[config.mk]
export PLATFORM = sky130hd
export DESIGN_NAME = mem_access_unit
export DESIGN_NICKNAME = d
export VERILOG_FILES = /design/src/rtl/mem_access_unit.sv
export SDC_FILE = /design/constraint.sdc
export NUM_CORES = 1
export LEC_CHECK = 0
export BUFFER_PORTS_ARGS = -buffer_cell sky130_fd_sc_hd__buf_2
export CORE_UTILIZATION = 24
export CTS_CLUSTER_SIZE = 40
export DETAILED_ROUTE_END_ITERATION = 8
export GPL_ROUTABILITY_DRIVEN = 0
export SYNTH_ARGS = -nofsm -noshare
export SYNTH_HDL_FRONTEND = slang
export SYNTH_SLANG_ARGS = --single-unit
[constraint.sdc]
create_clock -name i_clk -period 4.3 [get_ports i_clk]
set_input_delay 0.43 -clock i_clk [delete_from_list [all_inputs] [get_ports i_clk]]
set_output_delay 0.43 -clock i_clk [all_outputs]
set_load 0.01 [all_outputs]
[src/rtl/mem_access_unit.sv]
`default_nettype none
// ============================================================================
// Module   : mem_access_unit
// Brief    : Load/store sequencer with byte-lane steering, optional two-beat
//            split of boundary-crossing accesses, and load sign/zero extension.
// Revision : 1.0 - initial release
// ============================================================================
module mem_access_unit #(
    parameter int DATA_W           = 32,
    parameter int ADDR_W           = 32,
    parameter bit SPLIT_MISALIGNED = 1'b1
) (
    input  logic                i_clk,
    input  logic                i_rst,
    input  logic                i_valid,
    input  logic                i_is_store,
    input  logic [1:0]          i_size,
    input  logic                i_unsigned,
    input  logic [ADDR_W-1:0]   rs1_val,
    input  logic [ADDR_W-1:0]   imm,
    input  logic [DATA_W-1:0]   rs2_val,
    output logic                stall_pc,
    output logic                ignore_curr_inst,
    output logic                mem_req,
    output logic                mem_we,
    output logic [ADDR_W-1:0]   mem_addr,
    output logic [DATA_W-1:0]   mem_wdata,
    output logic [DATA_W/8-1:0] mem_be,
    input  logic                mem_gnt,
    input  logic                mem_rvalid,
    input  logic [DATA_W-1:0]   mem_rdata,
    output logic [DATA_W-1:0]   load_data,
    output logic                load_valid,
    output logic                misalign_err
);

    localparam int         NB    = DATA_W / 8;
    localparam int         OFS_W = $clog2(NB);
    localparam logic [4:0] C_NB  = 5'(NB);

    localparam logic [2:0] S_IDLE  = 3'd0;
    localparam logic [2:0] S_REQ0  = 3'd1;
    localparam logic [2:0] S_WAIT0 = 3'd2;
    localparam logic [2:0] S_REQ1  = 3'd3;
    localparam logic [2:0] S_WAIT1 = 3'd4;
    localparam logic [2:0] S_DONE  = 3'd5;

    logic [2:0]          r_state, w_next;
    logic [ADDR_W-1:0]   r_base;
    logic [OFS_W-1:0]    r_ofs;
    logic [3:0]          r_nbytes;
    logic [1:0]          r_size;
    logic                r_store, r_unsigned, r_cross, r_err;
    logic [DATA_W-1:0]   r_wdata;
    logic [2*DATA_W-1:0] r_rbuf;

    logic [ADDR_W-1:0]   w_ea;
    logic [3:0]          w_in_nbytes;
    logic [4:0]          w_in_end, w_end, w_nb_left;
    logic                w_in_cross, w_in_err;
    logic [NB-1:0]       w_be0, w_be1;
    logic [DATA_W-1:0]   w_mask0, w_mask1, w_wdata0, w_wdata1, w_raw, w_ext;
    logic                w_sign, w_fill;

    assign w_ea        = rs1_val + imm;
    assign w_in_nbytes = 4'd1 << i_size;
    assign w_in_end    = 5'(w_ea[OFS_W-1:0]) + 5'(w_in_nbytes);
    assign w_in_cross  = w_in_end > C_NB;
    // A dword on a 32-bit bus can never be issued, split or not.
    assign w_in_err    = (w_in_cross && !SPLIT_MISALIGNED) || (i_size == 2'd3 && DATA_W < 64);

    assign w_end     = 5'(r_ofs) + 5'(r_nbytes);
    assign w_nb_left = C_NB - 5'(r_ofs);
    assign w_wdata0  = r_wdata << {r_ofs, 3'b000};
    assign w_wdata1  = r_wdata >> {w_nb_left, 3'b000};
    // Beat1 bytes sit just above beat0 in r_rbuf, so one shift re-justifies.
    assign w_raw     = DATA_W'(r_rbuf >> {r_ofs, 3'b000});

    always_comb begin
        w_be0   = '0;
        w_be1   = '0;
        w_mask0 = '0;
        w_mask1 = '0;
        for (int i = 0; i < NB; i++) begin
            w_be0[i]           = (5'(i) >= 5'(r_ofs)) && (5'(i) < w_end);
            w_be1[i]           = (5'(i) + C_NB) < w_end;
            w_mask0[8*i +: 8]  = {8{w_be0[i]}};
            w_mask1[8*i +: 8]  = {8{w_be1[i]}};
        end
    end

    always_comb begin
        w_ext = '0;
        case (r_size)
            2'd0:    w_sign = w_raw[7];
            2'd1:    w_sign = w_raw[15];
            2'd2:    w_sign = w_raw[31];
            default: w_sign = w_raw[DATA_W-1];
        endcase
        w_fill = w_sign & ~r_unsigned;
        for (int i = 0; i < DATA_W; i++) begin
            w_ext[i] = (i < 8 * int'(r_nbytes)) ? w_raw[i] : w_fill;
        end
    end

    always_ff @(posedge i_clk or posedge i_rst) begin
        if (i_rst) begin
            r_state    <= S_IDLE;
            r_base     <= '0;
            r_ofs      <= '0;
            r_nbytes   <= '0;
            r_size     <= '0;
            r_store    <= 1'b0;
            r_unsigned <= 1'b0;
            r_cross    <= 1'b0;
            r_err      <= 1'b0;
            r_wdata    <= '0;
            r_rbuf     <= '0;
        end else begin
            r_state <= w_next;
            if (r_state == S_IDLE && i_valid) begin
                r_base     <= {w_ea[ADDR_W-1:OFS_W], {OFS_W{1'b0}}};
                r_ofs      <= w_ea[OFS_W-1:0];
                r_nbytes   <= w_in_nbytes;
                r_size     <= i_size;
                r_store    <= i_is_store;
                r_unsigned <= i_unsigned;
                r_cross    <= w_in_cross;
                r_err      <= w_in_err;
                r_wdata    <= rs2_val;
                r_rbuf     <= '0;
            end
            if (r_state == S_WAIT0 && mem_rvalid)
                r_rbuf[DATA_W-1:0] <= mem_rdata & w_mask0;
            if (r_state == S_WAIT1 && mem_rvalid)
                r_rbuf[2*DATA_W-1:DATA_W] <= mem_rdata & w_mask1;
        end
    end

    always_comb begin
        w_next           = r_state;
        stall_pc         = 1'b0;
        ignore_curr_inst = 1'b0;
        mem_req          = 1'b0;
        mem_we           = 1'b0;
        mem_addr         = '0;
        mem_wdata        = '0;
        mem_be           = '0;
        load_data        = '0;
        load_valid       = 1'b0;
        misalign_err     = 1'b0;
        case (r_state)
            S_IDLE: begin
                stall_pc = i_valid && !i_rst;
                if (i_valid)
                    w_next = w_in_err ? S_DONE : S_REQ0;
            end
            S_REQ0: begin
                stall_pc  = 1'b1;
                mem_req   = 1'b1;
                mem_we    = r_store;
                mem_addr  = r_base;
                mem_be    = w_be0;
                mem_wdata = w_wdata0;
                if (mem_gnt)
                    w_next = r_store ? (r_cross ? S_REQ1 : S_DONE) : S_WAIT0;
            end
            S_WAIT0: begin
                stall_pc = 1'b1;
                if (mem_rvalid)
                    w_next = r_cross ? S_REQ1 : S_DONE;
            end
            S_REQ1: begin
                stall_pc  = 1'b1;
                mem_req   = 1'b1;
                mem_we    = r_store;
                mem_addr  = r_base + ADDR_W'(NB);
                mem_be    = w_be1;
                mem_wdata = w_wdata1;
                if (mem_gnt)
                    w_next = r_store ? S_DONE : S_WAIT1;
            end
            S_WAIT1: begin
                stall_pc = 1'b1;
                if (mem_rvalid)
                    w_next = S_DONE;
            end
            S_DONE: begin
                ignore_curr_inst = 1'b1;
                misalign_err     = r_err;
                load_valid       = !r_store && !r_err;
                load_data        = (!r_store && !r_err) ? w_ext : '0;
                w_next           = S_IDLE;
            end
            default: w_next = S_IDLE;
        endcase
    end

endmodule
`default_nettype wire

-- After elaboration in Yosys (flattened, before gate mapping)
Cells that the tools add are included.
- register bits after elaboration: 141
- bits of input ports: 137
- output and inout bits: 106
- word-level logic and storage cells: 156
- add/sub/neg operators: 5
- order comparisons: 44
- equality and inequality tests: 12
- shifts and indexed selects: 4
- muxes and demuxes: 57
- bitwise logic cells: 4
- reductions and logical operators: 18
- operators by type and width (operator ; number):
    2-to-1 mux 32 bit ; 4
    case mux 32 bit (2 select lines) ; 2
    less-than comparator 5 x 7 -> 1 bit (first input constant) ; 16
    bitwise AND 32 bit ; 2
    2-to-1 mux 64 bit ; 1
    right shift 64 x 5 -> 32 bit ; 1
    less-than comparator 4 x 7 -> 1 bit (first input constant) ; 8
    2-to-1 mux 1 bit ; 38
    adder 32 x 3 -> 32 bit (second input constant) ; 1
    adder 32 bit ; 1
    << shifter 32 x 5 -> 32 bit ; 1
    right shift 32 x 8 -> 32 bit ; 1
    less-than comparator 3 x 7 -> 1 bit (first input constant) ; 4
    2-to-1 mux 3 bit ; 8
    less-than comparator 3 x 5 -> 1 bit (first input constant) ; 4
    case mux 3 bit (5 select lines) ; 1
    less-than comparator 1 x 7 -> 1 bit (first input constant) ; 2
    less-than comparator 2 x 7 -> 1 bit (first input constant) ; 2
    adder 2 x 4 -> 5 bit ; 2
    less-than comparator 1 x 5 -> 1 bit (first input constant) ; 2
    less-than comparator 2 x 5 -> 1 bit (first input constant) ; 2
    inequality test 2 bit (second input constant) ; 5
    logical AND 1 bit ; 8
    case mux 4 bit (2 select lines) ; 1
    20 further kinds ; 27

-- Logic depth before layout (Yosys ltp)
- depth after elaboration: 6
- depth in mapped cells: 12
- mapped depth without buffers: 12

-- Worst setup path before layout
No wires, ideal clock.
- kind: input to output
- start: in i_rst
- end: out stall_pc
- arrival time: 3.730 ns
- data required time: 3.870 ns
- path slack: 0.140 ns
- cell stages on the path: 3
- path buffers: 0
- cell sequence: inv_1 -> a211oi_1 -> a21oi_1
- word-level cells in the longest chain between the ends: 3
- RTL lines (element ; line ; text):
    from (decl) ; 14 ; input logic i_rst,
    zero test 1 bit ; 154 ; stall_pc = i_valid && !i_rst;
    logical AND 1 bit ; 154 ;
    case mux 1 bit (2 select lines) ; 152 ; case (r_state)
    to (decl) ; 22 ; output logic stall_pc,
No other way between the ends.

-- Worst setup path in the final report
- start: reg r_ofs[0]
- end: out mem_wdata[8]
- word-level cells in the longest chain between the ends: 3
- elaborated cells between the ends (all ways): 4
- those cells by class: add/sub (1); shift (2); mux (1)
- RTL lines (element ; line ; text):
    from (decl) ; 50 ; logic [OFS_W-1:0] r_ofs;
    from (signal assigned) ; 123 ; r_ofs <= w_ea[OFS_W-1:0];
    subtractor 3 x 2 -> 4 bit ; 73 ; assign w_nb_left = C_NB - 5'(r_ofs);
    right shift 32 x 8 -> 32 bit ; 75 ; assign w_wdata1 = r_wdata >> {w_nb_left, 3'b000};
    case mux 32 bit (2 select lines) (*) ; 152 ;
    to (decl) ; 27 ; output logic [DATA_W-1:0] mem_wdata,
Every way passes the cells marked *; elsewhere a longest branch is shown, timed or not.

==> results.md <==
- Run status: complete, no violations
- Top_reg_cell synth: dfrtp_1
- TritonCTS Buffers: 17
- CTS clock-pin slew for the worst setup and hold paths: 0.07 ns
- Final ANT Viol Nets: 0
- Layout cells sized above 1: 31.10%
- Fill cells: 4193
- # setup viols final: 0
- Overflow after GRT: 0
- Worst Max-Slew Pin Slew: approximately 1.1 ns
- Area of the multi-input gates: 6003 µm²
- CTS tree: yes
- Largest net degree at the start of global routing: 83
- Clock Latency Late Sink: approximately 0.45 ns
- Tcrit/Tclk final: a little over four fifths
- Pre-Repair DR Iteration Count: 5
- Critical Path Source Type: register
- Hold Fails Final Rpt: 0
- Root Buffer: clkbuf_16
- Most frequent cells in the layout: buf_2 (240), dfrtp_1 (130), nor2_1 (104)
- Drt wl/cell: 18.40 µm
- Max-slew violation count: 0
- Min-delay worst type: primary input to asynchronous set/reset pin
- RSZ-0062 raised after global routing: false
- Worst clock skew: 0.01383 ns
- CTS max path bufs: 2
- Die width: 202.6 µm
- GRT Util Overall: 16.32%
- # Post-CTS Setup Buffers: 0
- Worst path required time: 3.87 ns
- IO buf count: 240
- Hold Slack: 0.1125 ns
- Commonest non-fill, non-tap cell in the layout: buf_2
- Synth Instances: 1037
- Average cell area after synthesis: about 9.3 µm²
- Leak: approximately 5.5 nW
- Peak supply drop: 0.0002804 V
- Setup Total Neg Slack: 0 ns
- Post-synth EDFFs: 0
- Final HPWL DP: 24100 µm
- Io pins: around 240
- Starting Density: 24.31%
- DR vias: 8935
- Drt total wl: roughly 33000 µm
- Register area: between 3000 and 4000 µm²
- Number of synthesized register bits: roughly 130
- Core Area: 39730 µm²
- # nets final: 1432
- Ys Warns: 0
- Via density: 4.986
- Cell variety after synth: 59
- Synthesized area: 9658 µm²
- Area Overhead vs Synth: 23.95%
- Max Cap Viol: 0
- Hold buffer count at CTS: 0
- Post-synthesis sequential area ratio: approximately a third
- Diode count: 0
- Sink Count: 132
- Arrival @ worst endpoint: roughly 3.2 ns
- Async SR Flop Fraction: 100.0%
- Critical path class: register to output port
- Initial DRC Count: around 470
- Maximum fanout along the worst path: 38
- First-pass GRT wire length: slightly above 50000 µm
- Core Rows: 73
- Post-CTS sizing: 0
- Power, Total: around 7.9 mW
- H-tree depth: 4
- Number of remaining DRC errors: 0
- Post-place setup slack: 1.074 ns
- Die Height: 202.6 µm
- Final setup margin: ~0.66 ns
- Initial antenna violation count: 3
- Min Tclk post-route: 3.640 ns
- Cell Pwr Density: 661.9 nW/µm²
- Setup crit end kind: output port
- Rel. slew slack: roughly 28%
- Number of global-route vias before repair: about 8900
- Max Freq: 274.7 MHz
- Die area: 41050 µm²
## Yosys cell counts, types with 19 or more instances
| cell | count | area share, % |
|---|---|---|
| a21oi_1 | 81 | 4.2 |
| a22o_1 | 56 | 5.1 |
| clkbuf_1 | 44 | 1.7 |
| dfrtp_1 | 132 | 34 |
| ha_1 | 38 | 4.9 |
| inv_1 | 24 | 0.93 |
| mux2_2 | 51 | 5.9 |
| mux2i_1 | 39 | 4.0 |
| mux4_2 | 28 | 6.5 |
| nand2_1 | 85 | 3.3 |
| nand3_1 | 19 | 0.98 |
| nor2_1 | 104 | 4.0 |
| o21a_1 | 22 | 1.7 |
| o21ai_0 | 63 | 3.3 |
| o22ai_1 | 19 | 1.2 |
| xnor2_1 | 23 | 2.1 |
| xor2_1 | 32 | 2.9 |
## where the power goes
part | internal [mW] | switching (mW)
registers | 1.75 | 0.710
clock network | 0.770 | 0.649
logic | 1.82 | 2.23
## flip-flops by register name, indices dropped and copies added, names as in the netlist
signal	flops
r_size	2
r_rbuf	56
r_store	1
r_ofs	2
r_base	30
r_state	3
r_unsigned	1
r_nbytes	4
r_wdata	32
r_cross	1
## area by class of cell
class | instances | share of cell area (%)
clock inverters | 13 | 0.9511
multi-input cells | 819 | 50.15
well taps | 525 | 5.487
inverters | 24 | 0.7943
clock buffers | 19 | 3.700
repair buffers | 260 | 11.29
flip-flops and latches | 132 | 27.63
## through the flow
stage	std cells	cell area, µm²	utilization [%]
floorplan	1038	9662	-
global placement	1760	11410	28.73
detailed placement	1760	11410	28.73
CTS	1792	11970	30.13
global route	1792	11970	30.13
finish	1792	11970	30.13
## cells by family (layout without fill, tap and decap cells)
group | Yosys count | count (layout) | share of synthesized area [%]
AOI/OAI and AO/OA | 315 | 315 | 21.34
and+or+nand+nor | 287 | 287 | 13.50
DFF | 132 | 132 | 34.20
muxes | 119 | 119 | 16.63
buffers and inverters | 87 | 316 | 3.757
xor gates and xnor gates | 55 | 55 | 4.988
adders and majority gates | 41 | 41 | 5.545
other | 1 | 2 | 0.03883
## path summary, 6_finish.rpt
| check | startpoint | end | cells past startpoint | slack, ns |
|---|---|---|---|---|
| min in group i_clk | mem_rdata[28] | r_rbuf[28] | 2 | 0.20 |
| worst min register to register | r_rbuf[47] | r_rbuf[47] | 1 | 0.50 |
| worst min-delay path | i_rst | r_rbuf[46] | 2 | 0.11 |
| worst max register to register | r_ofs[0] | r_rbuf[39] | 10 | 1.17 |
| worst max-delay path | r_ofs[0] | mem_wdata[8] | 7 | 0.66 |
| max in group asynchronous | i_rst | r_ofs[0] | 3 | 2.79 |
## worst max-delay path, stage by stage, from the launching register on
cell and delay (ns):
dfrtp_4 0.82, inv_1 0.13, ha_1 0.33, buf_4 0.23
nor2_1 0.59, a21oi_1 0.16, o22ai_1 0.29, buf_2 0.20
## metal layers
layer | part of all wire, % | up-vias | track usage, %
met3 | 5.1 | 39 | 3.531
li1 | - | 4235 | -
met4 | 1.8 | 6 | 5.344
met5 | 0.13 | - | 0
met2 | 48 | 280 | 26.82
met1 | 45 | 4375 | 21.19
(Power assumes the default switching activity.)
